`config.mk`:
```
export PLATFORM = sky130hd
export DESIGN_NAME = fault_shutdown_ctrl
export DESIGN_NICKNAME = d
export VERILOG_FILES = /design/src/rtl/fault_shutdown_ctrl_pkg.sv /design/src/rtl/fault_shutdown_ctrl_holdoff_timer.sv /design/src/rtl/fault_shutdown_ctrl.sv
export SDC_FILE = /design/constraint.sdc
export NUM_CORES = 1
export LEC_CHECK = 0
export ABC_CLOCK_PERIOD_IN_PS = 2900
export CORE_MARGIN = 1
export CORE_UTILIZATION = 50
export DETAILED_ROUTE_END_ITERATION = 8
export GPL_TIMING_DRIVEN = 1
export PLACE_DENSITY_LB_ADDON = 0.25
export SYNTH_ARGS = -nofsm -noshare
export SYNTH_HDL_FRONTEND = slang
export SYNTH_SLANG_ARGS = --single-unit
```
`constraint.sdc`:
```
create_clock -name clk -period 2.9 [get_ports clk]
set_input_delay 0.29 -clock clk [delete_from_list [all_inputs] [get_ports clk]]
set_output_delay 0.29 -clock clk [all_outputs]
set_load 0.01 [all_outputs]
```
`src/rtl/fault_shutdown_ctrl_pkg.sv`:
```
// -----------------------------------------------------------------------------
// fault_shutdown_ctrl_pkg
// Shared definitions for the laser fault shutdown controller and the I2C
// status path (i2c_slave_top): FSM state encoding, fault vector bit indices
// and counter widths.
// -----------------------------------------------------------------------------
package fault_shutdown_ctrl_pkg;

  // Encoding is visible to software through the I2C status register.
  typedef enum logic [1:0] {
    ST_DISABLED = 2'd0,
    ST_ARMED    = 2'd1,
    ST_TRIPPED  = 2'd2,
    ST_HOLDOFF  = 2'd3
  } fsc_state_e;

  // Fault vector bit order {peak, rate, upper, lower}.
  localparam int FAULT_LOWER = 0;
  localparam int FAULT_UPPER = 1;
  localparam int FAULT_RATE  = 2;
  localparam int FAULT_PEAK  = 3;
  localparam int FAULT_W     = 4;

  localparam int HOLDOFF_CNT_W = 20;
  localparam int TRIP_CNT_W    = 8;

endpackage

```
`src/rtl/fault_shutdown_ctrl_holdoff_timer.sv`:
```
// -----------------------------------------------------------------------------
// holdoff_timer
// Counts quiet cycles before the shutdown controller may re-arm.
//   clk       : system clock
//   rst       : asynchronous active-high reset, clears the count
//   count_en  : advance the count this cycle
//   restart   : force the count back to zero (wins over count_en)
//   done      : high on the cycle whose edge completes HOLDOFF_CYCLES counts
// -----------------------------------------------------------------------------
module holdoff_timer
  import fault_shutdown_ctrl_pkg::*;
#(
  parameter int unsigned HOLDOFF_CYCLES = 25000
) (
  input  logic clk,
  input  logic rst,
  input  logic count_en,
  input  logic restart,
  output logic done
);

  localparam logic [HOLDOFF_CNT_W-1:0] LAST_CNT = HOLDOFF_CNT_W'(HOLDOFF_CYCLES - 1);

  logic [HOLDOFF_CNT_W-1:0] cnt_q;
  logic [HOLDOFF_CNT_W-1:0] cnt_d;

  always_comb begin
    cnt_d = cnt_q;
    if (restart) begin
      cnt_d = '0;
    end else if (count_en) begin
      cnt_d = cnt_q + 1'b1;
    end
  end

  always_ff @(posedge clk or posedge rst) begin
    if (rst) begin
      cnt_q <= '0;
    end else begin
      cnt_q <= cnt_d;
    end
  end

  // Combinational so the FSM leaves HOLDOFF on the very edge the count
  // reaches HOLDOFF_CYCLES, not one cycle later.
  assign done = count_en && !restart && (cnt_q == LAST_CNT);

endmodule

```
`src/rtl/fault_shutdown_ctrl.sv`:
```
// -----------------------------------------------------------------------------
// fault_shutdown_ctrl
// Trips the amplifier shutdown on any limit fault, latches fault causes,
// accepts a software clear only once faults are gone, then requires a quiet
// holdoff (no laser pulses, no faults) before re-arming.
//   clk, rst                       : clock, async active-high reset
//   pulse_lower/upper_limit_fail,
//   rate_lower_limit_fail,
//   power_peak_current_limit_fail  : fault inputs
//   enable_error_check             : low blocks new trips (ARMED->DISABLED)
//   clear_fail                     : one-cycle clear request
//   laser_pulse                    : laser drive pulse, restarts holdoff
//   laser_pwr_en_req               : software power enable request
//   ta_shutdown, laser_pwr_en      : registered outputs
//   fault_first, fault_latched     : {peak, rate, upper, lower}
//   trip_count                     : saturating trip counter
//   state                          : encoded FSM state
// -----------------------------------------------------------------------------
module fault_shutdown_ctrl
  import fault_shutdown_ctrl_pkg::*;
#(
  parameter int unsigned HOLDOFF_CYCLES = 25000
) (
  input  logic                  clk,
  input  logic                  rst,
  input  logic                  pulse_lower_limit_fail,
  input  logic                  pulse_upper_limit_fail,
  input  logic                  rate_lower_limit_fail,
  input  logic                  power_peak_current_limit_fail,
  input  logic                  enable_error_check,
  input  logic                  clear_fail,
  input  logic                  laser_pulse,
  input  logic                  laser_pwr_en_req,
  output logic                  ta_shutdown,
  output logic                  laser_pwr_en,
  output logic [FAULT_W-1:0]    fault_first,
  output logic [FAULT_W-1:0]    fault_latched,
  output logic [TRIP_CNT_W-1:0] trip_count,
  output logic [1:0]            state
);

  fsc_state_e state_q, state_d;

  logic [FAULT_W-1:0]    faults;
  logic                  any_fault;
  logic                  clear_ok;
  logic                  tmr_done;
  logic                  tmr_count_en;
  logic                  tmr_restart;
  logic                  trip_entry;

  logic                  ta_shutdown_q, ta_shutdown_d;
  logic                  laser_pwr_en_q, laser_pwr_en_d;
  logic [FAULT_W-1:0]    fault_first_q, fault_first_d;
  logic [FAULT_W-1:0]    fault_latched_q, fault_latched_d;
  logic [TRIP_CNT_W-1:0] trip_count_q, trip_count_d;

  always_comb begin
    faults              = '0;
    faults[FAULT_LOWER] = pulse_lower_limit_fail;
    faults[FAULT_UPPER] = pulse_upper_limit_fail;
    faults[FAULT_RATE]  = rate_lower_limit_fail;
    faults[FAULT_PEAK]  = power_peak_current_limit_fail;
  end

  assign any_fault = |faults;
  assign clear_ok  = (state_q == ST_TRIPPED) && clear_fail && !any_fault;

  // Counter is held at zero outside HOLDOFF, so every HOLDOFF entry starts a
  // full quiet period.
  assign tmr_restart  = (state_q != ST_HOLDOFF) || laser_pulse;
  assign tmr_count_en = (state_q == ST_HOLDOFF) && !laser_pulse && !any_fault;

  holdoff_timer #(
    .HOLDOFF_CYCLES(HOLDOFF_CYCLES)
  ) u_holdoff_timer (
    .clk     (clk),
    .rst     (rst),
    .count_en(tmr_count_en),
    .restart (tmr_restart),
    .done    (tmr_done)
  );

  // State register; reset parks in HOLDOFF so power-up needs a full holdoff.
  always_ff @(posedge clk or posedge rst) begin
    if (rst) begin
      state_q <= ST_HOLDOFF;
    end else begin
      state_q <= state_d;
    end
  end

  // Next-state logic. A fault in ARMED beats a simultaneous clear or enable drop.
  always_comb begin
    state_d = state_q;
    unique case (state_q)
      ST_DISABLED: if (enable_error_check) state_d = ST_ARMED;
      ST_ARMED: begin
        if (any_fault)                state_d = ST_TRIPPED;
        else if (!enable_error_check) state_d = ST_DISABLED;
      end
      ST_TRIPPED: if (clear_ok) state_d = ST_HOLDOFF;
      ST_HOLDOFF: begin
        if (any_fault)     state_d = ST_TRIPPED;
        else if (tmr_done) state_d = ST_ARMED;
      end
      default: state_d = ST_HOLDOFF;
    endcase
  end

  // Output next values, derived from state_d so registered outputs line up
  // with the state register.
  always_comb begin
    trip_entry      = (state_d == ST_TRIPPED) && (state_q != ST_TRIPPED);
    ta_shutdown_d   = (state_d == ST_TRIPPED) || (state_d == ST_HOLDOFF);
    laser_pwr_en_d  = laser_pwr_en_req &&
                      ((state_d == ST_ARMED) || (state_d == ST_DISABLED));
    fault_first_d   = trip_entry ? faults : fault_first_q;
    fault_latched_d = clear_ok ? '0 : (fault_latched_q | faults);
    trip_count_d    = trip_count_q;
    if (trip_entry && (trip_count_q != {TRIP_CNT_W{1'b1}})) begin
      trip_count_d = trip_count_q + 1'b1;
    end
  end

  always_ff @(posedge clk or posedge rst) begin
    if (rst) begin
      ta_shutdown_q   <= 1'b1;
      laser_pwr_en_q  <= 1'b0;
      fault_first_q   <= '0;
      fault_latched_q <= '0;
      trip_count_q    <= '0;
    end else begin
      ta_shutdown_q   <= ta_shutdown_d;
      laser_pwr_en_q  <= laser_pwr_en_d;
      fault_first_q   <= fault_first_d;
      fault_latched_q <= fault_latched_d;
      trip_count_q    <= trip_count_d;
    end
  end

  assign ta_shutdown   = ta_shutdown_q;
  assign laser_pwr_en  = laser_pwr_en_q;
  assign fault_first   = fault_first_q;
  assign fault_latched = fault_latched_q;
  assign trip_count    = trip_count_q;
  assign state         = state_q;

endmodule

```
==> impl_results.md, run 1 <==
- Outcome: finished, final reports clean
- Die Y: 63.2 µm
- Net count, final: 243
- WL final: 3.87 mm
- Grt ovf: 0
- Critical path arrival: 2750 ps
- Largest net degree at the start of global routing: 41
- Area contributors post-synth: dfrtp_1 49%, nand2_1 6.0%, dfstp_2 4.2%
- # DRC: 0
- Row count: 21
- Syn Area/Cell: 9.70 µm²
- Post-Route Skew: 4.97 ps
- Setup-failing EPs final: 0
- Crit path max fanout: 7
- Post-synthesis sequential area ratio: 53.6%
- Main synth FF type: dfrtp_1
- First-pass GRT wire length: 6.92 mm
- Total die area: 3990 µm²
- Worst-margin pin slew: 653 ps
- Vias in the first global route: 1490
- Fmax: 0.392 GHz
- Final setup TNS: 0 ps
- Fin crit period: 2550 ps
- Synth top area share: 49.4%
- Max Root-Sink Buffers: 2
- Cells on worst reg2reg path: 4
- Die W: 63.2 µm
- PortBufs: 29
- Postcts setup bufs: 0
- Core area: 3470 µm²
- Slowest CP cell: or4_1
- Cell leakage power: 0.920 nW
- Synth cell types: 30
- Routed length per instance: 13.9 µm
- Hold-fix buffers, CTS: 0
- Final-report hold violation count: 0
- DR vias: 1563
- Max transition margin: 56.4%
- Worst vdd ir: 0.298 mV
- Worst path depth: 5
- Mapped Nets: 205
- Final max-slew violation count: 0
- Num CTS Buffers: 5
- Htree depth: 2
- Delay-heaviest family, CP: simple AND/OR/NAND/NOR gates
- Crit path buffers/inverters: 1
- Worst Path Required: 3100 ps
- CP peak stage delay: 700 ps
- Most frequent CP cell: or4_1
- Startpoint types: input port
- EDFF count, synth: 0
- Initial drt markers: 90
- Final GP Congestion: 0.857
- Initial core utilization: 54.0%
- Setup repair after global routing missed its margin: false
- CTS tree: done
- FF+latch count, synth: 40
- Period utilization: 87.9%
- Post-DRT Antenna Nets: 0
- Worst-path clk slew: 70 ps
- Clock sinks: 40
- Later-pin clock latency in the skew report: 290 ps
- Synth warn: 0
- Share of layout cells above drive strength 1: 9.05%
- Vias/cell: 5.62
- Pwr Total: 1.34 mW
- Root Driver: clkbuf_8
- Asr flop ratio synth: 100%
- Ordered cell list for the critical path: clkdlybuf4s50_1 > or4_1 > or4_1 > or4_1 > a21oi_1
- Dpl hpwl: 2.73 mm
- Post-Syn Area: 1870 µm²
- Resized Gates After CTS: 0
- I/O Pins: 30
- Drt pass-1 iters: 4
- Area leader, netlist: dfrtp_1
- Layout area overhead: 25.5%
- Max-cap violations: 0
- Worst setup path category: input port to flop
- Initial antenna violation count: 0
- CP Capture Type: flop
- GRT Overall Usage: 22.3%
- Antenna diodes: 0
- Cells after Synth: 193
- PwrDens: 569 nW/µm²
- Worst hold-check path type: input port to async pin
[kinds of logic (layout without fill, tap and decap cells)]
logic type                 after synthesis  count (layout)  synth area share [%]
and+or+nand+nor                        100             100                  27.2
DFF                                     40              40                  53.6
xor gates and xnor gates                15              15                  7.01
AOI/OAI and AO/OA                       27              27                  8.08
buffers and inverters                    7              46                  1.54
muxes                                    2               2                  1.20
adders and majority gates                2               2                  1.34
[worst min-delay path, stage by stage]
cell             delay, ps
clkdlybuf4s50_1        400
inv_1                   50
buf_4                  410
[cells in the final DEF (no fill, tap or decap), types with 5 or more instances in the layout]
master / Yosys / final
a21oi_1: 11 / 11
buf_4: 0 / 8
clkbuf_8: 0 / 6
clkdlybuf4s50_1: 0 / 29
dfrtp_1: 37 / 37
nand2_1: 30 / 30
nand3_1: 11 / 11
nand4_1: 9 / 9
nor2_1: 19 / 19
o21ai_0: 10 / 10
or3_1: 7 / 7
or4_1: 5 / 5
xnor2_1: 8 / 8
xor2_1: 7 / 7
[through the flow]
stage	hold slack [ps]	setup WS (ps)	area (µm²)	utilization (%)	instances
detailed placement	467	29.6	2260	65.0	270
global route	475	213	2350	67.7	278
global placement	460	115	2260	65.0	270
CTS	436	352	2350	67.7	278
finish	420	350	2350	67.7	278
floorplan	395	602	1870	-	193
[registers in the layout, summed over array words and instances, names as in the netlist]
| signal | flops |
|---|---|
| fault_first | 4 |
| state | 2 |
| trip_count | 8 |
| ta_shutdown | 1 |
| fault_latched | 4 |
| u_holdoff_timer.cnt_q | 20 |
| laser_pwr_en | 1 |
[final cells by class]
class                           count  area, µm²
Clock inverter                      1       7.51
Sequential cell                    40       1000
Timing Repair Buffer               37        350
Tap cell                           46       57.6
Fill cell                         291       1120
Inverter                            1       3.75
Clock buffer                        7       86.3
Multi-Input combinational cell    146        840
[layer usage]
layer / part of all wire (%) / vias to the layer above / GRT usage, % / wire [µm]
li1: - / 760 / - / -
met1: 46 / 754 / 30.6 / 1800
met2: 48 / 40 / 34.7 / 1860
met3: 3.7 / 9 / 5.07 / 142
met4: 1.9 / 0 / 7.95 / 75
met5: 0 / - / 0 / 0
[Yosys cell counts (2+ instances only)]
cell      number
nand2_1       30
xor2_1         7
buf_2          2
o21ai_0       10
nor2_1        19
a21oi_1       11
nor2b_1        2
o31ai_1        2
or3_1          7
ha_1           2
nor3_1         4
xnor2_1        8
dfrtp_1       37
and4_1         4
nand4_1        9
clkbuf_1       4
and3_1         4
nand3_1       11
mux2_2         2
dfstp_2        3
or4_1          5
and2_1         2
[final timing paths]
kind	from	endpoint	slack, ps
hold reg to reg	fault_first[1]$_DFFE_PP0P_	fault_first[1]$_DFFE_PP0P_	480
hold / removal	rst	trip_count[5]$_DFFE_PP0P_	420
setup reg to reg	u_holdoff_timer.cnt_q[3]$_DFFE_PP0P_	u_holdoff_timer.cnt_q[19]$_DFFE_PP0P_	850
min in group clk	fault_first[1]$_DFFE_PP0P_	fault_first[1]$_DFFE_PP0P_	480
setup / recovery	power_peak_current_limit_fail	u_holdoff_timer.cnt_q[19]$_DFFE_PP0P_	350
max in group asynchronous	rst	state[0]$_DFF_PP1_	2120
[power breakdown]
group          internal (mW)  total, mW  switching [mW]
Combinational          0.163      0.279           0.116
Sequential             0.620      0.676          0.0561
Clock                  0.193      0.381           0.187
Total                  0.976       1.34           0.360
Power figures use the tool's default switching activity.
==> run 2, diff against run 1 <==
- GPL_TIMING_DRIVEN: 1 -> default
==> results of run 2 <==
Same layout as run 1: the final DEF is identical, and so are final timing and power.
